<file path="config.mk">
export PLATFORM = sky130hd
export DESIGN_NAME = aes_ghash_stage
export DESIGN_NICKNAME = d
export VERILOG_FILES = /design/src/rtl/aes_gcm_pkg.sv /design/src/rtl/gf128_digit_mul.sv /design/src/rtl/aes_ghash_stage.sv
export SDC_FILE = /design/constraint.sdc
export NUM_CORES = 2
export LEC_CHECK = 0
export CAP_MARGIN = 40
export CORE_MARGIN = 2
export CORE_UTILIZATION = 51
export DETAILED_ROUTE_END_ITERATION = 12
export PLACE_DENSITY = 0.75
export SETUP_SLACK_MARGIN = 0.05
export SYNTH_ARGS = -nofsm -noshare
export SYNTH_HDL_FRONTEND = slang
export SYNTH_SLANG_ARGS = --single-unit
</file>
<file path="constraint.sdc">
create_clock -name clk -period 2.1 [get_ports clk]
set_clock_uncertainty 0.05 [all_clocks]
set_input_delay 0.42 -clock clk [delete_from_list [all_inputs] [get_ports clk]]
set_output_delay 0.42 -clock clk [all_outputs]
set_load 0.03 [all_outputs]
</file>
<file path="src/rtl/aes_gcm_pkg.sv">
// Shared GCM types and GF(2^128) helpers. Vectors are [0:127], index 0 is the first GCM bit (MSB).
package aes_gcm_pkg;

    typedef enum logic [1:0] {
        PH_AAD  = 2'd0,
        PH_CT   = 2'd1,
        PH_LEN  = 2'd2,
        PH_RSVD = 2'd3
    } gcm_phase_e;

    localparam logic [0:127] GF128_R = 128'hE1 << 120;

    // GCM "rightshift" moves bit i to i+1; a bit falling off index 127 folds back via R.
    function automatic logic [0:127] gf128_shift_reduce(input logic [0:127] v);
        gf128_shift_reduce = v[127] ? ((v >> 1) ^ GF128_R) : (v >> 1);
    endfunction

endpackage

</file>
<file path="src/rtl/gf128_digit_mul.sv">
// Combinational GF(2^128) digit step: folds DIGIT_BITS bits of X into Z, advancing V per bit.
module gf128_digit_mul
    import aes_gcm_pkg::*;
#(
    parameter int unsigned DIGIT_BITS = 8
) (
    input  logic [0:127]            i_z,
    input  logic [0:127]            i_v,
    input  logic [0:DIGIT_BITS-1]   i_x,
    output logic [0:127]            o_z,
    output logic [0:127]            o_v
);

    always_comb begin
        o_z = i_z;
        o_v = i_v;
        for (int unsigned j = 0; j < DIGIT_BITS; j++) begin
            if (i_x[j]) begin
                o_z = o_z ^ o_v;
            end
            o_v = gf128_shift_reduce(o_v);
        end
    end

endmodule

</file>
<file path="src/rtl/aes_ghash_stage.sv">
// GHASH accumulator and tag generator behind a digit-serial multiplier with ready/valid intake.
module aes_ghash_stage
    import aes_gcm_pkg::*;
#(
    parameter int unsigned DIGIT_BITS = 8
) (
    input  logic           clk,
    input  logic           rst,
    input  logic           i_valid,
    output logic           o_ready,
    input  logic           i_new_instance,
    input  logic [1:0]     i_phase,
    input  logic [0:127]   i_block,
    input  logic [0:127]   i_h,
    input  logic [0:127]   i_ej0,
    output logic [0:127]   o_ghash,
    output logic [0:127]   o_tag,
    output logic           o_tag_valid,
    output logic           o_err
);

    localparam int unsigned N_STEPS   = 128 / DIGIT_BITS;
    localparam logic [7:0]  LAST_STEP = 8'(N_STEPS - 1);

    typedef enum logic {StIdle, StMult} state_e;

    state_e       state_q, state_d;
    gcm_phase_e   phase_q, phase_d;
    logic [0:127] h_q, h_d, ej0_q, ej0_d, acc_q, acc_d;
    logic [0:127] x_q, x_d, z_q, z_d, v_q, v_d, tag_q, tag_d;
    logic [7:0]   cnt_q, cnt_d;
    logic         tag_valid_q, tag_valid_d, err_q, err_d;
    logic [0:127] z_nxt, v_nxt;

    // X is shifted toward index 0 each step so the current digit is always its leading slice.
    gf128_digit_mul #(
        .DIGIT_BITS (DIGIT_BITS)
    ) u_mul (
        .i_z (z_q),
        .i_v (v_q),
        .i_x (x_q[0:DIGIT_BITS-1]),
        .o_z (z_nxt),
        .o_v (v_nxt)
    );

    always_comb begin
        state_d     = state_q;
        phase_d     = phase_q;
        h_d         = h_q;
        ej0_d       = ej0_q;
        acc_d       = acc_q;
        x_d         = x_q;
        z_d         = z_q;
        v_d         = v_q;
        tag_d       = tag_q;
        cnt_d       = cnt_q;
        tag_valid_d = 1'b0;
        err_d       = 1'b0;
        unique case (state_q)
            StIdle: begin
                if (i_valid) begin
                    if (gcm_phase_e'(i_phase) == PH_RSVD) begin
                        err_d = 1'b1;
                    end else begin
                        x_d     = (i_new_instance ? '0 : acc_q) ^ i_block;
                        h_d     = i_new_instance ? i_h : h_q;
                        ej0_d   = i_new_instance ? i_ej0 : ej0_q;
                        v_d     = i_new_instance ? i_h : h_q;
                        z_d     = '0;
                        phase_d = gcm_phase_e'(i_phase);
                        cnt_d   = '0;
                        state_d = StMult;
                    end
                end
            end
            StMult: begin
                z_d   = z_nxt;
                v_d   = v_nxt;
                x_d   = x_q << DIGIT_BITS;
                cnt_d = cnt_q + 8'd1;
                if (cnt_q == LAST_STEP) begin
                    state_d = StIdle;
                    if (phase_q == PH_LEN) begin
                        acc_d       = '0;
                        tag_d       = z_nxt ^ ej0_q;
                        tag_valid_d = 1'b1;
                    end else begin
                        acc_d = z_nxt;
                    end
                end
            end
            default: state_d = StIdle;
        endcase
    end

    always_ff @(posedge clk) begin
        if (rst) begin
            state_q     <= StIdle;
            phase_q     <= PH_AAD;
            h_q         <= '0;
            ej0_q       <= '0;
            acc_q       <= '0;
            x_q         <= '0;
            z_q         <= '0;
            v_q         <= '0;
            tag_q       <= '0;
            cnt_q       <= '0;
            tag_valid_q <= 1'b0;
            err_q       <= 1'b0;
        end else begin
            state_q     <= state_d;
            phase_q     <= phase_d;
            h_q         <= h_d;
            ej0_q       <= ej0_d;
            acc_q       <= acc_d;
            x_q         <= x_d;
            z_q         <= z_d;
            v_q         <= v_d;
            tag_q       <= tag_d;
            cnt_q       <= cnt_d;
            tag_valid_q <= tag_valid_d;
            err_q       <= err_d;
        end
    end

    assign o_ready     = (state_q == StIdle);
    assign o_ghash     = acc_q;
    assign o_tag       = tag_q;
    assign o_tag_valid = tag_valid_q;
    assign o_err       = err_q;

endmodule
</file>
# --- Word-level counts from Yosys, hierarchy flattened ---
# Index checks and enable logic that the tools add are counted.
classes:
  addsub: 1
  multipliers: 0
  n_div: 0
  order_cmp: 0
  eq_ne: 5
  n_shift: 0
  muxes: 37
  n_bitwise: 22
  n_reduce_logical: 7
ops:
  columns: ["op", "n"]
  rows:
  - ["2-to-1 mux 128 bit", 25]
  - ["bitwise XOR 128 bit", 10]
  - ["case mux 128 bit (2 select lines)", 3]
  - ["inverter 3 -> 4 bit", 8]
  - ["2-to-1 mux 8 bit", 2]
  - ["case mux 8 bit (2 select lines)", 1]
  - ["adder 8 x 1 -> 8 bit, second input constant", 1]
  - ["== test 8 x 4 -> 1 bit, second input constant", 1]
  - ["AND reduction 3 bit", 2]
  - ["OR reduction 3 bit", 2]
  - ["2-to-1 mux 1 bit", 5]
  - ["== test 2 bit, second input constant", 2]
  - ["!= test 2 bit, second input constant", 2]
  - ["inverter 1 bit", 4]
  - ["AND reduction 2 bit", 2]
  - ["AND reduction 4 bit", 1]
  - ["case mux 1 bit (2 select lines)", 1]
word_totals:
  ff_bits: 909
  latchBits: 0
  mem_bits_rw: 0
  mem_bits_ro: 0
  memories: 0

# --- Logic depth before layout (Yosys ltp) ---
logic_depth:
  depth_word: 17
  depth_mapped: 10
  depth_no_buf: 7

# --- By module ---
# From an unflattened synthesis, not the netlist that was laid out.
hier_totals:
  cells_unflattened: 6804
  hier_area_um2: 52536.6
by_module_without_submodules:
  columns: ["module", "n_inst", "cells_each", "area_per_inst_um2", "seq_area_each_um2"]
  rows:
  - ["aes_ghash_stage", 1, 4335, 37235.7, 18197.5]
  - ["gf128_digit_mul", 1, 2469, 15300.9, 0.0]

# --- Worst setup path after synthesis ---
# No wires, ideal clock.
synth_timing:
  path_kind: "register to register"
  from: "register state_q"
  to: "register ej0_q[100] (netlist bit)"
  setup_ps: 70
  arrival_time_ps: 2107
  required_time_ps: 1980
  setup_slack_ps: -127
  stages_incl_launch_ff: 11
  path_buffers: 4
  synth_period_minus_slack_ps: 2227
  cell_sequence: "dfxtp_1 clkbuf_1 inv_1 nand2_1 a21oi_1 and2_0 clkbuf_1 clkbuf_1 buf_2 nand2_1 a21oi_1"
synth_via:
  elab_chain_len: 2
synth_lines:
  columns: ["element", "line_no", "rtl"]
  rows:
  - ["from (decl)", "aes_ghash_stage.sv:27", "state_e state_q, state_d;"]
  - ["from (signal assigned)", "aes_ghash_stage.sv:98", "state_q <= StIdle;"]
  - ["from (signal assigned)", "aes_ghash_stage.sv:111", "state_q <= state_d;"]
  - ["inverter 1 bit (no source line)", null, null]
  - ["net o_ready", "aes_ghash_stage.sv:10", "output logic o_ready,"]
  - ["AND reduction 4 bit (no source line)", null, null]
  - ["to (signal assigned)", "aes_ghash_stage.sv:114", "ej0_q <= ej0_d;"]
  - ["to (decl)", "aes_ghash_stage.sv:29", "logic [0:127] h_q, h_d, ej0_q, ej0_d, acc_q, acc_d;"]
# The timed path passes the listed nets, and every way through them passes these cells.
# A chain may end at the register's enable or synchronous reset.

# --- Worst setup path after layout ---
layout_timing:
  from: "register v_q[97] (netlist bit)"
  to: "register z_q[104] (netlist bit)"
layout_via:
  elab_chain_len: 10
layout_lines:
  columns: ["element", "line_no", "rtl"]
  rows:
  - ["from (decl)", "aes_ghash_stage.sv:30", "logic [0:127] x_q, x_d, z_q, z_d, v_q, v_d, tag_q, tag_d;"]
  - ["from (signal assigned)", "aes_ghash_stage.sv:118", "v_q <= v_d;"]
  - ["2-to-1 mux 128 bit (7 in series)", "aes_gcm_pkg.sv:15", "gf128_shift_reduce = v[127] ? ((v >> 1) ^ GF128_R) : (v >> 1);"]
  - ["bitwise XOR 128 bit", "gf128_digit_mul.sv:19", "o_z = o_z ^ o_v;"]
  - ["2-to-1 mux 128 bit", "gf128_digit_mul.sv:18", "if (i_x[j]) begin"]
  - ["case mux 128 bit (2 select lines)", "aes_ghash_stage.sv:59", "unique case (state_q)"]
  - ["to (signal assigned)", "aes_ghash_stage.sv:117", "z_q <= z_d;"]
  - ["to (decl)", "aes_ghash_stage.sv:30", null]
# Every way passes these cells.

==> impl_metrics.csv <==
group,metric,value,unit
timing,relSlewSlack,44.7,%
min_path,worstHoldPathType,"in2reg",
drt,highest_layer,"met5",
synth,synth_nets,6482,
cts,clock_sinks,909,
min_path,hold_path_depth,2,
synth,synth_ff_type,"dfxtp_1",
timing,period_needed,3.35,ns
power_and_ir_drop,p_per_area,627,nW/um2
timing,hold_viol,0,
layout,fin_nets,7360,
power_and_ir_drop,leakage,28.6,nW
drt,vias,52032,
synth,yosys.cell_count.top_type,"nand2_1",
layout,layout-drive-gt1-share,27.3,%
critical_path,cp_max_fo,9,
critical_path,worst-setup-path-type,"reg2reg",
global_route,antenna_found_initial,24,
timing,setup_viol,363,
cts,cts_buffer_depth,3,
timing,fmaxAchievable,0.298,GHz
timing,setup_ws,-1.25,ns
run_status,violations,"DRC, setup timing",
drt,wl_met3,26300,um
synth,syn-mean-instance-area,8.12,um2
cts,root_buffer,"clkbuf_16",
cts,cts_tree,"done",
synth,ys_ff_latch,909,
timing,tns,-52.66,ns
global_route,grt_util_all_layers,34.5,%
cts,h-tree-depth,3,
job,max_cap_viol_count,0,
critical_path,end_kind,"flip-flop",
critical_path,crit_path_start_kind,"flip-flop",
synth,synth_top_area_share,36.8,%
place,post-place-ws,-0.298,ns
place,hpwl,119000,um
layout,layout.cells.non_filler,8327,
critical_path,r2r_cells,8,
place,place_congestion,0.946,
synth,yosys_warnings,0,
synth,yosysUniqueCellTypes,51,
synth,async_reset_ff_share,0,%
timing,slew_viol_final,0,
synth,postSynthCellCount,6091,
synth,synthTopCellsByArea,"dfxtp_1 (37%), xnor2_1 (18%), nand2_1 (12%)",
synth,syn_area,49500,um2
timing,rsz0062_at_grt,"yes",
critical_path,crit_arrival,3.97,ns
floorplan,rows,114,
floorplan,start_util,51.3,%
drt,post_drt_wl_per_cell,25.6,um
critical_path,worstPathRequired,2.72,ns
cts,clk_latency,0.78,ns
cts,clkTransAtPathRegs,0.07,ns
layout,syn_to_final_growth,46.2,%
global_route,grt_pass1_wl,271000,um
global_route,grt_max_degree,136,
floorplan,dieHeight,315,um
drt,vias_per_cell,6.25,
floorplan,dieArea,99500,um2
floorplan,boundaryPins,649,
floorplan,core,96400,um2
global_route,first_global_vias,46805,
timing,hold_slack,0.00502,ns
cts,ctsHoldBuffers,0,
drt,drt-total-wl,213000,um
drt,antenna_left,0,
place,numPortBuffers,648,
run_status,status,"finished with violations",
drt,post-route-drc-count,8,
power_and_ir_drop,max-vdd-ir-drop,0.678,mV
synth,synth_commonest_cells,"nand2_1 (1532), xnor2_1 (1013), dfxtp_1 (909)",
timing,min_period_over_period,160,%
place,dp_cells,7982,
drt,dr.pass1.iters,13,
timing,worst_slew_pin_slew,0.829,ns
global_route,grt-ovfl-total,0,
synth,ys_seq_area_share,36.8,%
drt,dr.first_iter.drc_count,8564,
synth,synth_area_leader_cell,"dfxtp_1",
floorplan,die_w,315,um
synth,synth_edf_count,0,
cts,cts_buffers,95,
drt,wl_met2,94800,um
drt,wl_met1,73200,um
[report_power, final]
| part | leakage [nW] | total (W) | internal, W | switching [W] |
|---|---|---|---|---|
| Sequential | 7.40 | 0.0187 | 0.0178 | 0.000898 |
| Combinational | 19.6 | 0.00859 | 0.00413 | 0.00446 |
| Clock | 1.61 | 0.0181 | 0.0105 | 0.00758 |
| Total | 28.6 | 0.0453 | 0.0324 | 0.0129 |
[cells by family after synthesis]
group | count (synthesis) | share of synthesized area (%)
adder cells (fa/ha/maj) | 1 | 0.0253
XOR/XNOR | 1288 | 23.2
AND/OR/NAND/NOR | 2228 | 17.8
flip-flops | 909 | 36.8
multiplexers | 130 | 2.96
AO/OA/AOI/OAI | 942 | 14.5
buffers and inverters | 593 | 4.82
[stage by stage]
step / total power (W) / area, um2 / util (%)
5_1_grt: 0.0463 / 72300 / 75.0
6_report: 0.0453 / 72300 / 75.0
3_5_place_dp: 0.0254 / 60700 / 63.0
2_1_floorplan: 0.0221 / 49500 / -
4_1_cts: 0.0436 / 66400 / 68.8
3_3_place_gp: 0.0252 / 60700 / 63.0
[state kept, by name, summed over array words and instances (netlist names), 2 cells and up]
signal	count
o_ghash	128
phase_q	2
ej0_q	128
cnt_q	8
z_q	128
v_q	128
o_tag	128
x_q	128
h_q	128
[final cells by class]
| cell class | count | area [um2] |
|---|---|---|
| fill | 5995 | 24100 |
| tap | 1276 | 1600 |
| sequential | 909 | 18300 |
| clock buffer | 140 | 2890 |
| clock inverter | 31 | 393 |
| inverter | 5 | 22.5 |
| antenna | 8 | 20.0 |
| multi-input combinational | 4589 | 34700 |
| timing repair buffer | 1369 | 14400 |
[critical path: stages (launching register included)]
cell	delay (ns)
dfxtp_1	0.72
nand2_1	0.39
xnor2_2	0.59
xnor2_2	0.15
xnor2_2	0.18
xnor2_2	0.57
buf_4	0.25
a22oi_2	0.14
nor2_1	0.23
[path summary, 6_finish.rpt]
| path | from | slack, ns | to |
|---|---|---|---|
| worst max-delay path | v_q[97] | -1.25 | z_q[104] |
| worst min-delay path | rst | 0.005 | o_tag_valid |
| worst max register to register | v_q[97] | -1.25 | z_q[104] |
| worst min register to register | h_q[109] | 0.40 | h_q[109] |
[repair_timing]
| action | in CTS | in global routing |
|---|---|---|
| endpoints found under the hold margin | 0 | 0 |
| setup endpoints to repair | 478 | 391 |
| cloned | 21 | 22 |
| buffers inserted | 64 | 79 |
| gates resized for setup | 576 | 985 |
| pin swaps | 306 | 762 |
[routing by layer]
metal	GRT usage [%]	vias up
met3	7.86	1324
li1	-	21936
met5	0	-
met4	17.6	28
met1	43.0	24764
met2	56.1	3980
[cells in the final DEF, fill, tap and decap left out, types with 158 or more instances in the layout]
cell type	instances
nand2_1	1256
dfxtp_1	854
xnor2_1	668
nor2_1	520
buf_4	447
clkdlybuf4s50_1	387
xnor2_2	328
a21oi_1	270
dlygate4sd2_1	251
a222oi_1	247
xor2_1	208
nand2_4	158
Note: power is estimated with default switching activity, not from simulation.
